===== config.mk =====
export PLATFORM = sky130hd
export DESIGN_NAME = bp_be_stride_prefetch_issuer_flat
export DESIGN_NICKNAME = d
export VERILOG_FILES = /design/src/rtl/bp_be_stride_prefetch_issuer_pkg.sv /design/src/rtl/bp_be_stride_prefetch_issuer_if.sv /design/src/rtl/bp_be_stride_prefetch_issuer_credit.sv /design/src/rtl/bp_be_stride_prefetch_issuer.sv /design/src/flat_wrapper.sv
export SDC_FILE = /design/constraint.sdc
export NUM_CORES = 1
export LEC_CHECK = 0
export CAP_MARGIN = 0
export CORE_MARGIN = 3
export CORE_UTILIZATION = 35
export DETAILED_ROUTE_END_ITERATION = 10
export GPL_TIMING_DRIVEN = 0
export PLACE_DENSITY = 0.67
export SLEW_MARGIN = 20
export SYNTH_ARGS = -nofsm -noshare
export SYNTH_HDL_FRONTEND = slang
export SYNTH_HIERARCHICAL = 1
export SYNTH_SLANG_ARGS = --single-unit

===== constraint.sdc =====
create_clock -name clk_i -period 4.5 [get_ports clk_i]
set_input_delay 0.675 -clock clk_i [delete_from_list [all_inputs] [get_ports clk_i]]
set_output_delay 0.675 -clock clk_i [all_outputs]
set_load 0.01 [all_outputs]

===== src/rtl/bp_be_stride_prefetch_issuer_pkg.sv =====
// Shared types for the backend stride prefetch issuer: config selector, FSM states, loop descriptor.
// The descriptor struct is declared through a macro so each user can size it from its own parameters.
`define BP_BE_DECLARE_LOOP_DESC_S(vaddr_width_mp, stride_width_mp, output_range_mp) \
    typedef struct packed { \
        logic [vaddr_width_mp-1:0]  pc; \
        logic [vaddr_width_mp-1:0]  eff_addr; \
        logic [stride_width_mp-1:0] stride; \
        logic [output_range_mp-1:0] iterations; \
    } bp_be_loop_desc_s

package bp_be_stride_prefetch_issuer_pkg;

    typedef enum logic [0:0] {
        e_bp_default_cfg
    } bp_params_e;

    typedef enum logic [0:0] {
        e_pf_idle,
        e_pf_issue
    } bp_be_pf_state_e;

    function automatic int vaddr_width_of(bp_params_e cfg);
        case (cfg)
            e_bp_default_cfg: return 39;
            default:          return 39;
        endcase
    endfunction

endpackage


===== src/rtl/bp_be_stride_prefetch_issuer_if.sv =====
// Loop-descriptor (v/yumi), D$ prefetch (ready/valid), cancel and credit-return signals.
// slave is the issuer's view; master is the environment's view.
interface bp_be_stride_prefetch_issuer_if #(
    parameter int vaddr_width_p  = 39,
    parameter int output_range_p = 8,
    parameter int stride_width_p = 8
);
    logic                      loop_v;
    logic                      loop_yumi;
    logic [output_range_p-1:0] loop_iterations;
    logic [vaddr_width_p-1:0]  loop_pc;
    logic [vaddr_width_p-1:0]  loop_eff_addr;
    logic [stride_width_p-1:0] loop_stride;
    logic                      cancel;
    logic                      pf_v;
    logic                      pf_ready_and;
    logic [vaddr_width_p-1:0]  pf_addr;
    logic [vaddr_width_p-1:0]  pf_pc;
    logic                      credit_return;
    logic                      busy;

    modport slave (
        input  loop_v, loop_iterations, loop_pc, loop_eff_addr, loop_stride,
        input  cancel, pf_ready_and, credit_return,
        output loop_yumi, pf_v, pf_addr, pf_pc, busy
    );

    modport master (
        output loop_v, loop_iterations, loop_pc, loop_eff_addr, loop_stride,
        output cancel, pf_ready_and, credit_return,
        input  loop_yumi, pf_v, pf_addr, pf_pc, busy
    );
endinterface


===== src/rtl/bp_be_stride_prefetch_issuer_credit.sv =====
// Saturating up/down counter tracking free prefetch credits; reset loads init_val_p.
// Latency: count_o updates the cycle after up_i/down_i; simultaneous up and down cancel.
// Backpressure: none itself; the issuer gates requests on count_o != 0.
module bp_be_stride_prefetch_issuer_credit #(
    parameter int max_val_p  = 4,
    parameter int init_val_p = 4,
    parameter int width_p    = $clog2(max_val_p + 1)
) (
    input  logic               clk_i,
    input  logic               reset_n_i,
    input  logic               up_i,
    input  logic               down_i,
    output logic [width_p-1:0] count_o
);

    always_ff @(posedge clk_i or negedge reset_n_i) begin
        if (!reset_n_i) begin
            count_o <= width_p'(init_val_p);
        end else if (up_i && !down_i && (count_o != width_p'(max_val_p))) begin
            count_o <= count_o + 1'b1;
        end else if (down_i && !up_i && (count_o != '0)) begin
            count_o <= count_o - 1'b1;
        end
    end

    // A return with every credit already free means the D$ retired more than was issued.
    assert property (@(posedge clk_i) disable iff (!reset_n_i)
        !(up_i && !down_i && (count_o == width_p'(max_val_p))));

endmodule


===== src/rtl/bp_be_stride_prefetch_issuer.sv =====
// Turns loop descriptors into bounded, page-limited bursts of stride prefetches to the D$.
// Latency: first pf_v one cycle after descriptor accept; one request per cycle thereafter.
// Backpressure: holds pf_v/pf_addr until pf_ready_and; stalls with no free credits.
module bp_be_stride_prefetch_issuer
    import bp_be_stride_prefetch_issuer_pkg::*;
#(
    parameter bp_params_e bp_params_p         = e_bp_default_cfg,
    parameter int         output_range_p      = 8,
    parameter int         stride_width_p      = 8,
    parameter int         max_prefetch_p      = 16,
    parameter int         max_outstanding_p   = 4,
    parameter int         page_offset_width_p = 12
) (
    input  logic                          clk_i,
    input  logic                          reset_n_i,
    bp_be_stride_prefetch_issuer_if.slave io
);

    localparam int vaddr_width_p   = vaddr_width_of(bp_params_p);
    localparam int count_width_lp  = $clog2(max_prefetch_p + 1);
    localparam int credit_width_lp = $clog2(max_outstanding_p + 1);
    localparam int page_width_lp   = vaddr_width_p - page_offset_width_p;

    `BP_BE_DECLARE_LOOP_DESC_S(vaddr_width_p, stride_width_p, output_range_p);

    bp_be_loop_desc_s           desc;
    bp_be_pf_state_e            state_r, state_n;
    logic [vaddr_width_p-1:0]   pc_r, addr_r, stride_r, stride_sext;
    logic [page_width_lp-1:0]   page_r;
    logic [count_width_lp-1:0]  count_r, count_clamped;
    logic [credit_width_lp-1:0] credits;
    logic                       accept, start, same_page, pf_v, handshake;

    assign desc = '{pc:         io.loop_pc,
                    eff_addr:   io.loop_eff_addr,
                    stride:     io.loop_stride,
                    iterations: io.loop_iterations};

    assign stride_sext   = {{(vaddr_width_p-stride_width_p){desc.stride[stride_width_p-1]}}, desc.stride};
    assign count_clamped = (32'(desc.iterations) > max_prefetch_p) ? count_width_lp'(max_prefetch_p)
                                                                   : count_width_lp'(desc.iterations);

    // A cancelled descriptor is still consumed but never starts a burst.
    assign accept    = io.loop_yumi;
    assign start     = accept & ~io.cancel & (count_clamped != '0) & (stride_sext != '0);
    assign same_page = (addr_r[vaddr_width_p-1:page_offset_width_p] == page_r);
    assign handshake = pf_v & io.pf_ready_and;

    always_ff @(posedge clk_i or negedge reset_n_i) begin
        if (!reset_n_i) begin
            state_r <= e_pf_idle;
        end else begin
            state_r <= state_n;
        end
    end

    always_comb begin
        state_n = state_r;
        unique case (state_r)
            e_pf_idle: begin
                if (start) state_n = e_pf_issue;
            end
            e_pf_issue: begin
                if (io.cancel || !same_page || (handshake && (count_r == count_width_lp'(1))))
                    state_n = e_pf_idle;
            end
            default: state_n = e_pf_idle;
        endcase
    end

    always_comb begin
        io.loop_yumi = 1'b0;
        io.busy      = 1'b0;
        pf_v         = 1'b0;
        unique case (state_r)
            e_pf_idle: begin
                io.loop_yumi = io.loop_v;
            end
            e_pf_issue: begin
                io.busy = 1'b1;
                pf_v    = (credits != '0) & same_page & ~io.cancel;
            end
            default: ;
        endcase
    end

    assign io.pf_v    = pf_v;
    assign io.pf_addr = addr_r;
    assign io.pf_pc   = pc_r;

    // Accept only happens in IDLE and handshakes only in ISSUE, so the two never collide.
    always_ff @(posedge clk_i or negedge reset_n_i) begin
        if (!reset_n_i) begin
            pc_r     <= '0;
            addr_r   <= '0;
            stride_r <= '0;
            page_r   <= '0;
            count_r  <= '0;
        end else if (accept) begin
            pc_r     <= desc.pc;
            addr_r   <= desc.eff_addr + stride_sext;
            stride_r <= stride_sext;
            page_r   <= desc.eff_addr[vaddr_width_p-1:page_offset_width_p];
            count_r  <= count_clamped;
        end else if (handshake) begin
            addr_r   <= addr_r + stride_r;
            count_r  <= count_r - 1'b1;
        end
    end

    bp_be_stride_prefetch_issuer_credit #(
        .max_val_p  (max_outstanding_p),
        .init_val_p (max_outstanding_p)
    ) credit_counter (
        .clk_i     (clk_i),
        .reset_n_i (reset_n_i),
        .up_i      (io.credit_return),
        .down_i    (handshake),
        .count_o   (credits)
    );

endmodule


===== src/flat_wrapper.sv =====
// flat-port wrapper written by rule: the top's interface ports become plain ports
module bp_be_stride_prefetch_issuer_flat import bp_be_stride_prefetch_issuer_pkg::*;
#(
    parameter bp_params_e bp_params_p         = e_bp_default_cfg,
    parameter int         output_range_p      = 8,
    parameter int         stride_width_p      = 8,
    parameter int         max_prefetch_p      = 16,
    parameter int         max_outstanding_p   = 4,
    parameter int         page_offset_width_p = 12
)
  (clk_i, reset_n_i, io_loop_v, io_loop_iterations, io_loop_pc, io_loop_eff_addr, io_loop_stride, io_cancel, io_pf_ready_and, io_credit_return, io_loop_yumi, io_pf_v, io_pf_addr, io_pf_pc, io_busy);
  bp_be_stride_prefetch_issuer_if #(.vaddr_width_p((vaddr_width_of(e_bp_default_cfg))), .output_range_p(output_range_p), .stride_width_p(stride_width_p)) io_i ();
  input  logic clk_i;
  input  logic reset_n_i;
  input wire logic [$bits(io_i.loop_v)-1:0] io_loop_v;
  input wire logic [$bits(io_i.loop_iterations)-1:0] io_loop_iterations;
  input wire logic [$bits(io_i.loop_pc)-1:0] io_loop_pc;
  input wire logic [$bits(io_i.loop_eff_addr)-1:0] io_loop_eff_addr;
  input wire logic [$bits(io_i.loop_stride)-1:0] io_loop_stride;
  input wire logic [$bits(io_i.cancel)-1:0] io_cancel;
  input wire logic [$bits(io_i.pf_ready_and)-1:0] io_pf_ready_and;
  input wire logic [$bits(io_i.credit_return)-1:0] io_credit_return;
  output wire logic [$bits(io_i.loop_yumi)-1:0] io_loop_yumi;
  output wire logic [$bits(io_i.pf_v)-1:0] io_pf_v;
  output wire logic [$bits(io_i.pf_addr)-1:0] io_pf_addr;
  output wire logic [$bits(io_i.pf_pc)-1:0] io_pf_pc;
  output wire logic [$bits(io_i.busy)-1:0] io_busy;
  assign io_i.loop_v = io_loop_v;
  assign io_i.loop_iterations = io_loop_iterations;
  assign io_i.loop_pc = io_loop_pc;
  assign io_i.loop_eff_addr = io_loop_eff_addr;
  assign io_i.loop_stride = io_loop_stride;
  assign io_i.cancel = io_cancel;
  assign io_i.pf_ready_and = io_pf_ready_and;
  assign io_i.credit_return = io_credit_return;
  assign io_loop_yumi = io_i.loop_yumi;
  assign io_pf_v = io_i.pf_v;
  assign io_pf_addr = io_i.pf_addr;
  assign io_pf_pc = io_i.pf_pc;
  assign io_busy = io_i.busy;
  bp_be_stride_prefetch_issuer #(.bp_params_p(bp_params_p), .output_range_p(output_range_p), .stride_width_p(stride_width_p), .max_prefetch_p(max_prefetch_p), .max_outstanding_p(max_outstanding_p), .page_offset_width_p(page_offset_width_p)) u_core (.clk_i(clk_i), .reset_n_i(reset_n_i), .io(io_i));
endmodule

==> run summary, run 1 <==
The post-layout worst setup margin came out at 682 ps. Subtracting the final worst setup slack from the clock period gives approximately 3800 ps. The multi-input logic area came out at 0.00645 sq mm. The highest attainable clock frequency came out at 262 MHz.

The register clock-pin slew on the reported worst setup and hold paths is 60 ps. The share of the yosys chip area belonging to registers is 0.310. The average size of a mapped cell came out at between 8 and 9 sq um. The half-perimeter wire length after detailed placement is between 20000 and 30000 um. The synthesized design contains 122 register bits. The post-synth design cell area is about 0.0099 sq mm. The pre-CTS setup slack is between 300 and 400 ps. The final sum of negative setup slack came out at 0 ps. The run finished with clean final reports. The fraction of synthesis flops using an asynchronous set or reset pin came out at 1.00. Setup repair after global routing left no endpoint under its margin.

In the final layout, the share of cells above drive strength 1 is 0.0585. In this run the static leakage power is roughly 5.8 nW. Global routing finished with a remaining overflow of 0. STA classifies the critical path endpoint as a register.

Setup violations remaining at the end of the flow were counted as 0. The overall routing resource usage came out at 0.220. The worst hold-check path type is primary input to asynchronous set/reset pin.

The width of the die is 174 um. The violation count after the first detailed-routing iteration came out at 839. The final number of max-transition violations is 0.

The number of top-level design ports came out at 181. The initial utilization of the core area, before any placement, comes to 0.361. The post-route worst hold slack came out at 103 ps. The origin of the worst setup path is io_loop_stride[0]. The source-to-sink clock delay at the later pin of the worst-skew pair came out at 430 ps. The number of antenna violations at the first check in global routing is 0. For met3 alone, demand over resource in global routing was 0.0437. The final count of hold timing violations is 0. Clock tree synthesis selected as its root buffer the cell clkbuf_16.

The floorplan step defined a die boundary enclosing a little over 0.03 sq mm. The critical path is of the primary input to register type. The global routing usage on met1 is 0.296.

The slew at the pin closest to its max-slew limit is 795 ps. The synthesized netlist cell count is 1223. The number of remaining DRC errors is 0. For the worst setup path, the data required time is 4830 ps. The pin count of the biggest net entering global routing came out at 97.

The routed wire length is around 34000 um. The CTS buffer count came out at 17. The total area of sequential cells is 0.00306 sq mm. The number of placed cells counting well taps came out at roughly 1800. For met2 alone, demand over resource in global routing was 0.347. Gates resized during post-CTS repair numbered 0. The standard cell core area is 0.0273 sq mm. Among all flip-flop cells after synthesis, the most frequent one is dfrtp_1. The count of hold-fix buffers inserted at cts is 0.

The final cell count without fillers came out at 1808. The critical register-to-register path startpoint is u_core/stride_r[7]. Routability-driven placement finished with a final weighted congestion of between 0.9 and 1.

The count of nets after finishing came out at 1604. The number of detailed-route iterations in the first pass is 5. The via density per instance is 5.46. The layer flagged by global routing as most heavily used is met2. Counting every net in the synthesized netlist gives around 1400. The total setup buffers inserted after CTS came out at 0. Measured against its own limit, the worst slew margin works out to 0.470. The total number of clock tree sinks is 122. The number of warnings reported in the yosys synthesis log came out at 6. The clock tree synthesis step divided the H-tree into 4 levels.

The maximum buffer depth of the clock tree came out at 2. The antenna diode instance count is 0. Summing all placed instances gives a cell area of 0.0122 sq mm. STA classifies the critical path startpoint as a primary input. The synthesis-to-layout area growth is 29.0%.

The count of buffers inserted at the top-level ports came out at 180. The detail route stage leaves a number of antenna-violating nets equal to 0. The die boundary height is 174 um. The number of filler instances in the final layout came out at 2705.

The period utilization is 0.848. The critical-path maximum fanout came out at 6. In this run, distinct cell masters in the synthesized netlist total 87. The number of global-route vias before repair is around 10000. The data arrival time of the critical path is 4150 ps.

The post-route clock skew came out at 12.4 ps. TritonCTS built the clock tree. The max capacitance violation total came out at 0. The number of flops mapped to enable cells by yosys is 0. Summing all non-filler instances in the final layout gives an area of 0.0127 sq mm. The worst vdd rail ir drop is 0.213 mV. The via total after detailed routing is 9863. The floorplan has 60 rows. The global-route wire length before repair came out at about 54000 um. The post-detailed-route wirelength per cell came out at 18.6 um. The power density of the placed cells is between 400 and 500 mW/mm^2.
## area by class of cell
type,instances,area share
plain buffers,50,0.0215
clock inverters,15,0.0110
inverters,24,0.00708
well taps,372,0.0366
repair buffers,181,0.144
flip-flops and latches,122,0.240
multi-input cells,1027,0.507
clock buffers,17,0.0334
## placed cells by master (no fill, tap or decap), drive strengths merged, types with 12 or more instances in the layout
cell type / synthesis / final
a21o: 50 / 50
buf: 12 / 15
nand2: 323 / 323
a31oi: 21 / 21
clkdlybuf4s50: 0 / 178
inv: 24 / 30
nor3: 21 / 21
o21bai: 12 / 12
ha: 78 / 78
nand3: 21 / 21
nor4: 18 / 18
a21oi: 98 / 98
clkbuf: 37 / 54
nor2: 61 / 61
xnor2: 34 / 34
xor2: 53 / 53
nand4: 14 / 14
o211ai: 13 / 13
o21ai: 56 / 56
nand2b: 13 / 13
dfrtp: 121 / 121
## sequential cells by signal (all words and copies together), names as in the netlist
register                       count
u_core/count_r                     5
u_core/credit_counter/count_o      3
u_core/io.pf_addr                 39
u_core/io.pf_pc                   39
u_core/page_r                     27
u_core/state_r                     1
u_core/stride_r                    8
## cells in the mapped netlist (all sizes together) (24+ instances only)
library cell / number / area (sq um)
clkbuf: 37 / 180
a21o: 50 / 377
a21oi: 98 / 505
nor2: 61 / 244
inv: 24 / 90.1
xnor2: 34 / 298
xor2: 53 / 464
nand2: 323 / 1220
ha: 78 / 976
o21ai: 56 / 284
dfrtp: 121 / 3030
## through the flow
| stage | total power, mW | util |
|---|---|---|
| after floorplan | 2.93 | - |
| after global placement | 3.73 | 0.444 |
| after detailed placement | 3.76 | 0.445 |
| after CTS | 5.13 | 0.466 |
| after global routing | 5.46 | 0.466 |
| final | 5.14 | 0.466 |
## final timing paths
path                                         end  slack (ps)  cells past startpoint
max in group asynchronous     u_core/stride_r[7]        3610                      2
min in group clk_i           u_core/io.pf_pc[38]         470                      2
setup reg to reg           u_core/io.pf_addr[37]         850                     10
hold reg to reg              u_core/io.pf_pc[38]         470                      2
setup / recovery           u_core/io.pf_addr[32]         680                     13
hold / removal               u_core/io.pf_pc[36]         100                      1
## power by group
part	switching (mW)	internal, mW	leakage [nW]	total [mW]
Sequential	0.228	1.27	1.46	1.50
Combinational	1.26	1.03	4.03	2.29
Clock	0.583	0.769	0.273	1.35
## worst max-delay path, cell delays in order
cell and delay, ps:
clkdlybuf4s50_1 520, ha_1 190, inv_1 60, fa_1 370
nand2b_1 210, a21o_1 220, a2111oi_4 370, a21bo_2 260
a21boi_2 120, o31ai_1 320, xor2_1 430, a21oi_1 140
a311oi_1 240
## cells by family after synthesis
group / share of synthesized area
AO/OA/AOI/OAI: 0.232
XOR/XNOR: 0.0772
adder cells (fa/ha/maj): 0.105
buffers and inverters: 0.0369
flip-flops: 0.310
multiplexers: 0.00812
AND/OR/NAND/NOR: 0.231
## metal layers
metal	routed length, um	share of wire
met1	14900	0.44
met3	2690	0.080
met2	14900	0.44
met4	1160	0.034
met5	0	0
Note: power is estimated with default switching activity, not from simulation.
==> run 2: changes to the inputs <==
- PLACE_DENSITY: 0.67 -> 0.69
- clock period: 4.5 -> 3.4 ns (I/O delays scaled with it)
==> run summary, run 2 (synthesis results as in run 1) <==
Data on the critical path is required at its endpoint by 2890 ps. The level count of the clock H-tree is 4. The power density of the placed cells is 535 mW/mm^2. Summed over all failing endpoints, the final setup total negative slack is 0 ps. In this run the tightest slew margin relative to its limit is 0.494. The max capacitance violation total came out at 0. The layout has around 2700 filler cells. Entering global routing, the biggest net connects 77 pins. The die covers 0.0302 sq mm. The count of nets left with antenna violations after detail routing came out at 0. The class of the most critical setup path is register to primary output.

The end-of-flow core utilization is 0.471. In this run the standard cell core region covers 0.0273 sq mm. The final number of setup-violating endpoints came out at 0.

Of the total power, registers draw 0.287. The initialized floorplan defines 60 standard-cell rows. The global-route wire length before repair came out at between 50000 and 60000 um. The die boundary height is 174 um. The post-detailed-route wirelength per cell came out at 18.3 um. The period utilization came out at 0.973. The topmost layer with routed signal wires is met4. The antenna diode instance count came out at 0. The post-route clock skew is 10.8 ps. The total number of clock tree sinks came out at 122. The share of cells above drive strength 1 came out at 0.0680.

The data arrival time of the critical path came out at 2800 ps. The switching component of the power came out at 2.73 mW. In this run the static leakage power is a little under 6 nW. The number of remaining DRC errors came out at 0.

Leaving out fill and tap cells, the most frequent cells in the layout are 322 x nand2_1, 177 x clkdlybuf4s50_1, 120 x dfrtp_1. The maximum buffer depth of the clock tree is 2. The detailed router finished its first iteration with 808 violations. The register clock-pin slew on the reported worst setup and hold paths is roughly 60 ps. The category of the worst setup path capture point is a primary output. The worst vdd rail ir drop came out at ~0.29 mV. The half-perimeter wire length after detailed placement came out at 25300 um. STA classifies the critical path startpoint as a register.

The number of detailed-route iterations in the first pass is 7. The final weighted congestion in routability-driven placement is 0.919. The via total after detailed routing is 9873. The smallest clock period supported by the final layout is computed as around 3300 ps. The highest attainable clock frequency is slightly above 300 MHz.

The routed length on met3 is 2470 um. The slew at the pin closest to its max-slew limit is 758 ps. In this run the clock root is driven by a clkbuf_16. After the last flow step, the layout net total stands at 1609. The synthesis-to-layout area growth is 30.5%. The flow ran to the end, and the final reports show no timing, DRC or antenna violations. The most common cell after layout, fill and taps aside is nand2_1. The relative contribution of the clock network to total power is 0.269. The final count of hold timing violations came out at 0.

The number of antenna violations at the first check in global routing is 0. The clock tree from TritonCTS is yes. The tightest min-delay check is of the primary input to register type.

The internal power of the cells totals 4.15 mW. In this run the count of I/O pins placed on the die edge is 181. For this configuration, the core starts out at a cell density of 0.361. The number of global-route vias before repair came out at 9623. The source-to-sink clock delay at the later pin of the worst-skew pair came out at 430 ps. Setup repair after global routing left no endpoint under its margin. The CTS buffer count is 17.

The routed design uses 14900 um of met2 wire. The final number of max-transition violations came to 0. The count of buffers inserted at the top-level ports came out at 180.

The via density per instance came out at 5.45. The share of total power in combinational logic came out at 0.444. The proportion of total power due to net switching is 0.397. The overflow left after global routing is 0.

The post-route met1 wirelength came out at roughly 15000 um. The width of the die is 174 um. The critical-path maximum fanout came out at 6. The overall routing resource usage came out at 0.216. The routed wire length is 33100 um.
-- run 2: stage by stage --
stage	worst slack (ps)	power, mW	instance area (sq um)	cells	hold WS [ps]
after floorplan	212	3.88	9870	1223	214
after global placement	-3310	4.94	12100	1775	457
after detailed placement	-514	4.97	12200	1776	441
after CTS	-31.8	6.86	12800	1808	478
after global routing	15.1	7.31	12900	1813	397
final	91.6	6.89	12900	1813	393
-- run 2: final cells by class --
cell class / count / area (sq um) / share of cell area
multi-input cells: 1027 / 6510 / 0.506
flip-flops and latches: 122 / 3060 / 0.238
repair buffers: 187 / 1890 / 0.147
well taps: 372 / 465 / 0.0362
clock buffers: 17 / 425 / 0.0330
plain buffers: 49 / 270 / 0.0210
clock inverters: 15 / 165 / 0.0128
inverters: 24 / 90.1 / 0.00700
-- run 2: final timing paths --
check                                        endpoint  slack [ps]  cells past startpoint                   from
worst max-delay path                          io_pf_v          90                      6  u_core/io.pf_addr[38]
min in group asynchronous         u_core/io.pf_pc[37]         570                      2              reset_n_i
max in group asynchronous          u_core/stride_r[7]        2090                      3              reset_n_i
worst min-delay path               u_core/stride_r[0]         390                      3      io_loop_stride[0]
worst max register to register  u_core/io.pf_addr[13]         110                     10  u_core/io.pf_addr[38]
worst min register to register     u_core/io.pf_pc[8]         470                      2     u_core/io.pf_pc[8]
-- run 2: per-layer routing --
| layer | up-vias | track usage |
|---|---|---|
| met5 | - | 0 |
| met4 | 0 | 0.0895 |
| met3 | 73 | 0.0376 |
| met2 | 424 | 0.342 |
| met1 | 4616 | 0.292 |
| li1 | 4760 | - |
-- run 2: what timing repair did --
action	4_1_cts	5_1_grt
pin swaps	1	9
hold endpoints to repair	35	0
setup endpoints to repair	4	7
setup buffers	0	5
gates resized for setup	3	11
hold buffers	1	0
-- run 2: power groups by stage --
stage	clock network, mW	logic [mW]	registers (mW)
global route	1.94	3.35	2.01
CTS	1.88	2.99	1.98
global placement	0	2.93	2.00
floorplan	0	1.90	1.98
detailed placement	0	2.96	2.00
finish	1.85	3.06	1.98
-- run 2: critical path: stages, from the launching register on --
cell             delay (ps)
dfrtp_1                 450
xor2_1                  170
nor4_1                  600
nand4_1                 150
or2_1                   330
nor2_1                  130
clkdlybuf4s50_1         540
